[src/rtl/ultrasound_fsm.sv]
// ---------------------------------------------------------------------------
// ultrasound_fsm: TX fire -> init delay -> ADC acquire sequencer.  Rev 1.0
// ---------------------------------------------------------------------------
`default_nettype none

module ultrasound_fsm #(
  parameter int ADC_SAMPLES_PER_ECHO_WIDTH = 32,
  parameter int ADC_INIT_DELAY_WIDTH       = 32
) (
  input  logic                                  CLK,
  input  logic                                  RESET,
  input  logic                                  START,
  input  logic [31:0]                           ADC_START_length,
  input  logic [ADC_INIT_DELAY_WIDTH-1:0]       ADC_INIT_DELAY,
  input  logic [ADC_SAMPLES_PER_ECHO_WIDTH-1:0] ADC_SAMPLES_PER_ECHO,
  output logic                                  TX_EN,
  output logic                                  FIFO_EN,
  output logic                                  DONE
);

  localparam int LEN_W = 32;
  localparam int DLY_W = ADC_INIT_DELAY_WIDTH;
  localparam int SMP_W = ADC_SAMPLES_PER_ECHO_WIDTH;

  typedef enum logic [2:0] {
    IDLE   = 3'd0,
    TX     = 3'd1,
    DELAY  = 3'd2,
    ACQ    = 3'd3,
    FINISH = 3'd4
  } state_t;

  state_t             r_state;
  state_t             w_next;
  logic [LEN_W-1:0]   r_len;
  logic [DLY_W-1:0]   r_dly;
  logic [SMP_W-1:0]   r_smp;
  logic [LEN_W-1:0]   r_tx_cnt;
  logic [DLY_W-1:0]   r_dly_cnt;
  logic [SMP_W-1:0]   r_acq_cnt;
  logic [LEN_W-1:0]   w_len;
  logic [DLY_W-1:0]   w_dly;
  logic [SMP_W-1:0]   w_smp;

  // In IDLE the live inputs drive the first-phase decision and counter load;
  // afterwards only the values captured at START are used.
  assign w_len = (r_state == IDLE) ? ADC_START_length     : r_len;
  assign w_dly = (r_state == IDLE) ? ADC_INIT_DELAY       : r_dly;
  assign w_smp = (r_state == IDLE) ? ADC_SAMPLES_PER_ECHO : r_smp;

  always_comb begin
    w_next = r_state;
    unique case (r_state)
      IDLE: begin
        if (START) begin
          if (w_len != '0)      w_next = TX;
          else if (w_dly != '0) w_next = DELAY;
          else if (w_smp != '0) w_next = ACQ;
          else                  w_next = FINISH;
        end
      end
      TX: begin
        if (r_tx_cnt <= LEN_W'(1)) begin
          if (w_dly != '0)      w_next = DELAY;
          else if (w_smp != '0) w_next = ACQ;
          else                  w_next = FINISH;
        end
      end
      DELAY: begin
        if (r_dly_cnt <= DLY_W'(1)) begin
          if (w_smp != '0) w_next = ACQ;
          else             w_next = FINISH;
        end
      end
      ACQ: begin
        if (r_acq_cnt <= SMP_W'(1)) w_next = FINISH;
      end
      FINISH: begin
        if (!START) w_next = IDLE;
      end
      default: w_next = IDLE;
    endcase
  end

  // Counters hold the remaining cycles of their phase: loaded on entry,
  // decremented while resident, so a full-scale value never wraps.
  always_ff @(posedge CLK or negedge RESET) begin
    if (!RESET) begin
      r_state   <= IDLE;
      r_len     <= '0;
      r_dly     <= '0;
      r_smp     <= '0;
      r_tx_cnt  <= '0;
      r_dly_cnt <= '0;
      r_acq_cnt <= '0;
    end else begin
      r_state <= w_next;
      if (r_state == IDLE && START) begin
        r_len <= ADC_START_length;
        r_dly <= ADC_INIT_DELAY;
        r_smp <= ADC_SAMPLES_PER_ECHO;
      end
      if (w_next == TX && r_state != TX)            r_tx_cnt  <= w_len;
      else if (r_state == TX)                       r_tx_cnt  <= r_tx_cnt - LEN_W'(1);
      if (w_next == DELAY && r_state != DELAY)      r_dly_cnt <= w_dly;
      else if (r_state == DELAY)                    r_dly_cnt <= r_dly_cnt - DLY_W'(1);
      if (w_next == ACQ && r_state != ACQ)          r_acq_cnt <= w_smp;
      else if (r_state == ACQ)                      r_acq_cnt <= r_acq_cnt - SMP_W'(1);
    end
  end

  assign TX_EN   = (r_state == TX);
  assign FIFO_EN = (r_state == ACQ);
  assign DONE    = (r_state == FINISH);

endmodule

`default_nettype wire

[config.mk]
export PLATFORM = sky130hd
export DESIGN_NAME = ultrasound_fsm
export DESIGN_NICKNAME = d
export VERILOG_FILES = /design/src/rtl/ultrasound_fsm.sv
export SDC_FILE = /design/constraint.sdc
export NUM_CORES = 1
export LEC_CHECK = 0
export CORE_MARGIN = 2
export CORE_UTILIZATION = 52
export CTS_CLUSTER_SIZE = 14
export DETAILED_ROUTE_END_ITERATION = 8
export GPL_ROUTABILITY_DRIVEN = 1
export PLACE_DENSITY = 0.75
export RECOVER_POWER = 100
export SLEW_MARGIN = 25
export SYNTH_ARGS = -nofsm -noshare
export SYNTH_HDL_FRONTEND = slang
export SYNTH_SLANG_ARGS = --single-unit
export TNS_END_PERCENT = 1
[constraint.sdc]
create_clock -name CLK -period 7.9 [get_ports CLK]
set_clock_uncertainty 0.2 [all_clocks]
set_input_delay 1.185 -clock CLK [delete_from_list [all_inputs] [get_ports CLK]]
set_output_delay 1.185 -clock CLK [all_outputs]
set_load 0.01 [all_outputs]
# Word-level counts from Yosys, hierarchy flattened
# Cells that the tools add are included.
# totals
wordCells	52
register_bits	195
# op_classes
order_cmp	3
n_eq_ne	10
muxes	18
n_reduce_logical	11
addsub	3
# op_table
operator	n
$mux W32	9
$le A32 B1 Y1 const B	3
$reduce_bool A32 Y1	3
$sub A32 B1 Y32 const B	3
$mux W3	8
$pmux W3 S5	1
$eq A3 B2 Y1 const B	4
$eq A3 B1 Y1 const B	2
$ne A3 B2 Y1 const B	2
$reduce_bool A2 Y1	3
$logic_and A1 B1 Y1	4
$eq A3 B3 Y1 const B	1
$logic_not A3 Y1	1
$ne A3 B1 Y1 const B	1

# Logic depth before layout (Yosys ltp)
# logic_depth
word_depth	11
depth_mapped	13
mapped_depth_nobuf	11

# Least setup slack after synthesis
# Ideal clock, no wire load.
# synth_path
path_kind	input to register
startpoint	input port ADC_START_length[19]
endpoint	register r_dly_cnt[0]
arrival_ns	3.175
setup_slack_ns	4.438
stages	10
setup_time_ns	0.087
required_time_ns	7.613
cell_sequence	nor4_1 -> nand4_1 -> or2_2 -> o22a_1 -> o21bai_1 -> and3_4 -> inv_2 -> nand2_1 -> or4_1 -> o211ai_1
# synth_between
elab_chain_cells	8
# synth_lines
element	line	rtl
start: declaration	13	input logic [31:0] ADC_START_length,
$mux W32 (*)	47	assign w_len = (r_state == IDLE) ? ADC_START_length : r_len;
$reduce_bool A32 Y1 (*)	56	if (w_len != '0) w_next = TX;
$mux W3 (*)	56	
$mux W3 (*)	55	if (START) begin
$pmux W3 S5 (*)	53	unique case (r_state)
named net w_next[1]	34	state_t w_next;
$eq A3 B2 Y1 (*)	105	if (w_next == DELAY && r_state != DELAY) r_dly_cnt <= w_dly;
$logic_and A1 B1 Y1 (*)	105	
$mux W32 or $reduce_bool A2 Y1 (tied branches)	--	
end signal: assignment	105	
end signal: assignment	106	else if (r_state == DELAY) r_dly_cnt <= r_dly_cnt - DLY_W'(1);
end: declaration	39	logic [DLY_W-1:0] r_dly_cnt;
# The timed path passes the listed nets; every way through them passes the cells marked *.
# A chain may end at the register's enable or synchronous reset.

# Worst setup path after layout
# layout_path
startpoint	register r_state[1]
endpoint	register r_acq_cnt[24]
# layout_between
elab_chain_cells	11
# layout_lines
element	line	rtl
start: declaration	33	state_t r_state;
start signal: assignment	97	r_state <= w_next;
$logic_not A3 Y1	--	
$mux W32	49	assign w_smp = (r_state == IDLE) ? ADC_SAMPLES_PER_ECHO : r_smp;
$reduce_bool A32 Y1	58, 65, 71	
$mux W3	58, 65, 71	
$mux W3	64	if (w_dly != '0) w_next = DELAY;
$mux W3	56	
$mux W3	55	
$pmux W3 S5	53	
$eq A3 B2 Y1	107	if (w_next == ACQ && r_state != ACQ) r_acq_cnt <= w_smp;
$logic_and A1 B1 Y1	107	
$mux W32 or $reduce_bool A2 Y1 (tied branches)	--	
end signal: assignment	107	
end signal: assignment	108	else if (r_state == ACQ) r_acq_cnt <= r_acq_cnt - SMP_W'(1);
end: declaration	40	logic [SMP_W-1:0] r_acq_cnt;
# Several ways; a longest one is shown, not always the timed one.

==> summary.md <==
The flow ran to the end, but the final reports show violations. The checks that failed: capacitance limit, slew limit. The repair_antennas step left the layout with diodes totalling 0. During placement, the flow inserted port buffers numbering 101. The busiest layer in global routing is met2. The kind of path behind the tightest hold check was flop to flop. For the pin with the worst max-slew slack, the measured transition is 3.613 ns.

The final hold violation count was 0. Number of top-level design ports: 102. Summing all non-filler instances in the final layout gives an area of 0.01091 mm2. For this run, the post-layout net count is 1325.

Summed over all layers, the global routing overflow is 0. The total of warnings raised by yosys was 0; the via-per-instance ratio was 5.953. From synthesis to final layout, the design area changed by 18.92%. The total number of H-tree levels was 4; the horizontal extent of the die was 136.8 um. The number of nets handed over by synthesis was 1253. The routed layout has 8680 vias. The capturing point of the worst reg2reg path is r_acq_cnt[24]. Once placement completed, the tool counted placed cells totaling 1426. The number of iterations in the first detailed-routing pass was 5; the maximum number of pins on one net before global-route repair was 100. The capturing element of the worst setup path is r_acq_cnt[24]. The clock slew at the register clock pins of the worst setup and hold paths was 0.06 ns; the number of buffers on the longest clock path was 2. The placed instances occupy a cell area of 0.01031 mm2. Setup repair after global routing left no endpoint under its margin. Share of post-route cells with drive strength above 1: 0.04623. The final HPWL from detailed placement is 16180 um. The tools report the global-route wire length before repair as 40500 um. Setup violations remaining at the end of the flow were counted as 0. TritonCTS built the clock tree.

The global routing usage summed across all routing layers came out at 0.2741. Routed wirelength normalized by instance count: 16.80 um. Along the worst path, the maximum fanout reaches 67. The tools report the global routing usage on met3 as 0.05148. The share of the clock period used by the worst path works out to 0.7432. The total number of clock tree sinks is 164, and the total routed wirelength is 24490 um. The most frequently used flop master after synthesis was sky130_fd_sc_hd__dfrtp_1. The kind of launch point of the worst setup path was a flop.

At the later pin of the worst-skew pair, clock insertion delay measures 0.43 ns. The placeable core region was 0.01730 mm2; the initial antenna violation count was 0. The upper clock frequency limit is 170.3 MHz.

Synthesis inferred 164 register bits. From bottom edge to top edge, the die measures 136.8 um. The maximum vdd drop came out at 0.1604 mV. The tree is rooted in a sky130_fd_sc_hd__clkbuf_16.

The number of design-rule violations left by the first detailed-router iteration was 988. Once the clock tree was built, the setup fixing pass inserted 0 buffers. The run gives 4.338 nW as the reported leakage power. Number of cells on the worst reg-to-reg path: 10. The tools report the number of max-slew violations in the final report as 135. The critical path is of the flop to flop type. Max-cap violations in this run came to 2. The run gives 1148 as the post-synthesis cell count.

STA classifies the critical path endpoint as a flop. Power spread over the standard cell area amounts to 233.9 mW/mm2. Summed over all failing endpoints, the final setup total negative slack is 0 ns. Data on the critical path arrives at its endpoint at 6.00 ns. The detailed-route DRC error count is 0. The tools report the critical path data required time as 8.03 ns. The congestion estimate from routability-driven global placement came to 0.8757. Multi-input gate area in the final layout: 0.004776 mm2. The met1 routing resource usage after global routing is 0.4025, and the register area is 0.004104 mm2. The tools report the startpoint of the worst setup timing path as r_state[1].

The count of hold-fix buffers inserted at cts is 0. In this run the critical register-to-register path is launched from r_state[1]. After synthesis, the netlist uses 68 different library cells.

The relative max-transition margin was -1.409; the number of clock buffers inserted by TritonCTS was 17. The met2 routing resource usage after global routing was 0.4156. Across all register-to-register paths, the minimum setup slack is 2.03 ns. A synthesized cell averages 7.989 um2.

The die footprint came out at 0.01872 mm2. The post-layout minimum cycle time was 5.871 ns; the worst hold slack across all endpoints was 0.2749 ns. For the via count of the first global-routing pass, the log shows 8060. The sequential share of the synthesized area is 0.4475. Share of flip-flops with an asynchronous set or reset: 1.000.

After floorplanning, the core was divided into 48 placement rows. The quantity of gates resized following cts was 0; the filler cell count was 1541. The count of flip-flops with a built-in enable after synthesis was 0.

The finished layout holds 1458 standard cells, fillers aside. The initial core utilization is 0.5302. Once detail routing completed, the nets flagged for antenna violations numbered 0. The total standard cell area after synthesis is 0.009171 mm2.
==> power breakdown <==
group / leakage (nW) / internal (W) / switching [W]
Combinational: 2.15 / 0.000206 / 0.000267
Sequential: 1.88 / 0.00102 / 0.000173
Clock: 0.308 / 0.000547 / 0.000342
==> critical path, cell delays in order, from the launching register on <==
cell	delay (ns)
sky130_fd_sc_hd__dfrtp_1	0.44
sky130_fd_sc_hd__nor3_1	0.26
sky130_fd_sc_hd__clkbuf_1	2.53
sky130_fd_sc_hd__nor3_1	0.19
sky130_fd_sc_hd__nor2_1	0.49
sky130_fd_sc_hd__o22ai_2	0.14
sky130_fd_sc_hd__a21oi_1	0.65
sky130_fd_sc_hd__nor3_4	0.06
sky130_fd_sc_hd__buf_4	0.32
sky130_fd_sc_hd__and3_1	0.22
sky130_fd_sc_hd__a211oi_1	0.25
==> worst min-delay path by stage <==
stage                          endpoint  slack [ns]  cells past startpoint          start
after floorplan               r_len[29]        0.24                      2      r_len[29]
after global routing      r_dly_cnt[21]        0.31                      1  r_dly_cnt[21]
after detailed placement      r_len[29]        0.26                      2      r_len[29]
after global placement        r_len[29]        0.26                      2      r_len[29]
after CTS                     r_len[29]        0.28                      2      r_len[29]
final                         r_len[29]        0.27                      2      r_len[29]
==> cells in the mapped netlist, types with 7 or more instances <==
library cell / count / area (um2)
sky130_fd_sc_hd__o21ai_0: 23 / 115.1
sky130_fd_sc_hd__o311ai_0: 7 / 61.31
sky130_fd_sc_hd__o211ai_1: 13 / 97.59
sky130_fd_sc_hd__clkbuf_1: 44 / 165.2
sky130_fd_sc_hd__a21oi_1: 37 / 185.2
sky130_fd_sc_hd__nor4_1: 55 / 344.1
sky130_fd_sc_hd__and3_1: 8 / 50.05
sky130_fd_sc_hd__nand2_1: 371 / 1393
sky130_fd_sc_hd__nand4_1: 14 / 87.58
sky130_fd_sc_hd__o21a_1: 7 / 52.55
sky130_fd_sc_hd__dfrtp_1: 164 / 4104
sky130_fd_sc_hd__mux2i_1: 16 / 160.2
sky130_fd_sc_hd__a211oi_1: 18 / 135.1
sky130_fd_sc_hd__or4_1: 13 / 97.59
sky130_fd_sc_hd__xnor2_1: 7 / 61.31
sky130_fd_sc_hd__nand3_1: 40 / 200.2
sky130_fd_sc_hd__nor3_1: 51 / 255.2
sky130_fd_sc_hd__a31oi_1: 34 / 212.7
sky130_fd_sc_hd__xor2_1: 15 / 131.4
sky130_fd_sc_hd__inv_1: 10 / 37.54
sky130_fd_sc_hd__nor2_1: 89 / 334.1
sky130_fd_sc_hd__or3_1: 9 / 56.30
==> flip-flops by register name (all words and copies together) (netlist names) <==
| name | cells |
|---|---|
| r_dly | 32 |
| r_acq_cnt | 32 |
| r_state | 3 |
| r_tx_cnt | 32 |
| r_smp | 32 |
| r_len | 1 |
| r_dly_cnt | 32 |
==> per-layer routing <==
metal  up-vias  part of all wire
met1      4173              0.47
met5         -                 0
met2       287              0.46
met4         0             0.012
li1       4197                 -
met3        23             0.060
==> placed cells by master, fill, tap and decap left out, drive strengths merged, types with 4 or more instances in the layout <==
cell type      count
o31ai              6
or2                4
and2               4
a31oi             34
nand3             40
nand2b             5
nand3b             4
a211oi            18
nand4             14
nor4              56
clkbuf            28
xnor2              7
o21ai             27
mux2i             16
nor2b              4
clkdlybuf4s50     95
a21oi             41
nand2            372
a221o              5
o311ai             7
o211ai            13
clkinv             5
dfrtp            164
ha                 6
inv               11
o21a               7
or4               15
and3               9
xor2              15
nor3              53
nor2              90
or3                9
nor3b              5
dlygate4sd3        5
buf                6
==> stage by stage <==
stage	setup WS [ns]	power, W	utilization
4_1_cts	3.353	0.002557	0.6329
6_report	2.029	0.002551	0.6306
2_1_floorplan	4.439	0.001461	-
5_1_grt	1.599	0.002689	0.6306
3_3_place_gp	3.099	0.001645	0.5964
3_5_place_dp	2.928	0.001664	0.5964
==> cells by family after synthesis <==
family | after synthesis | synth area share
AOI/OAI and AO/OA | 180 | 0.1322
xor gates and xnor gates | 22 | 0.02101
adders and majority gates | 6 | 0.008185
buffers and inverters | 70 | 0.03138
DFF | 164 | 0.4475
muxes | 16 | 0.01746
and+or+nand+nor | 690 | 0.3423
==> cell type report <==
type | instances | area share
multi-input cells | 914 | 0.4379
flip-flops and latches | 164 | 0.3763
repair buffers | 110 | 0.09763
clock buffers | 24 | 0.04692
well taps | 225 | 0.02581
clock inverters | 8 | 0.01101
inverters | 13 | 0.004474
(Power assumes the default switching activity.)
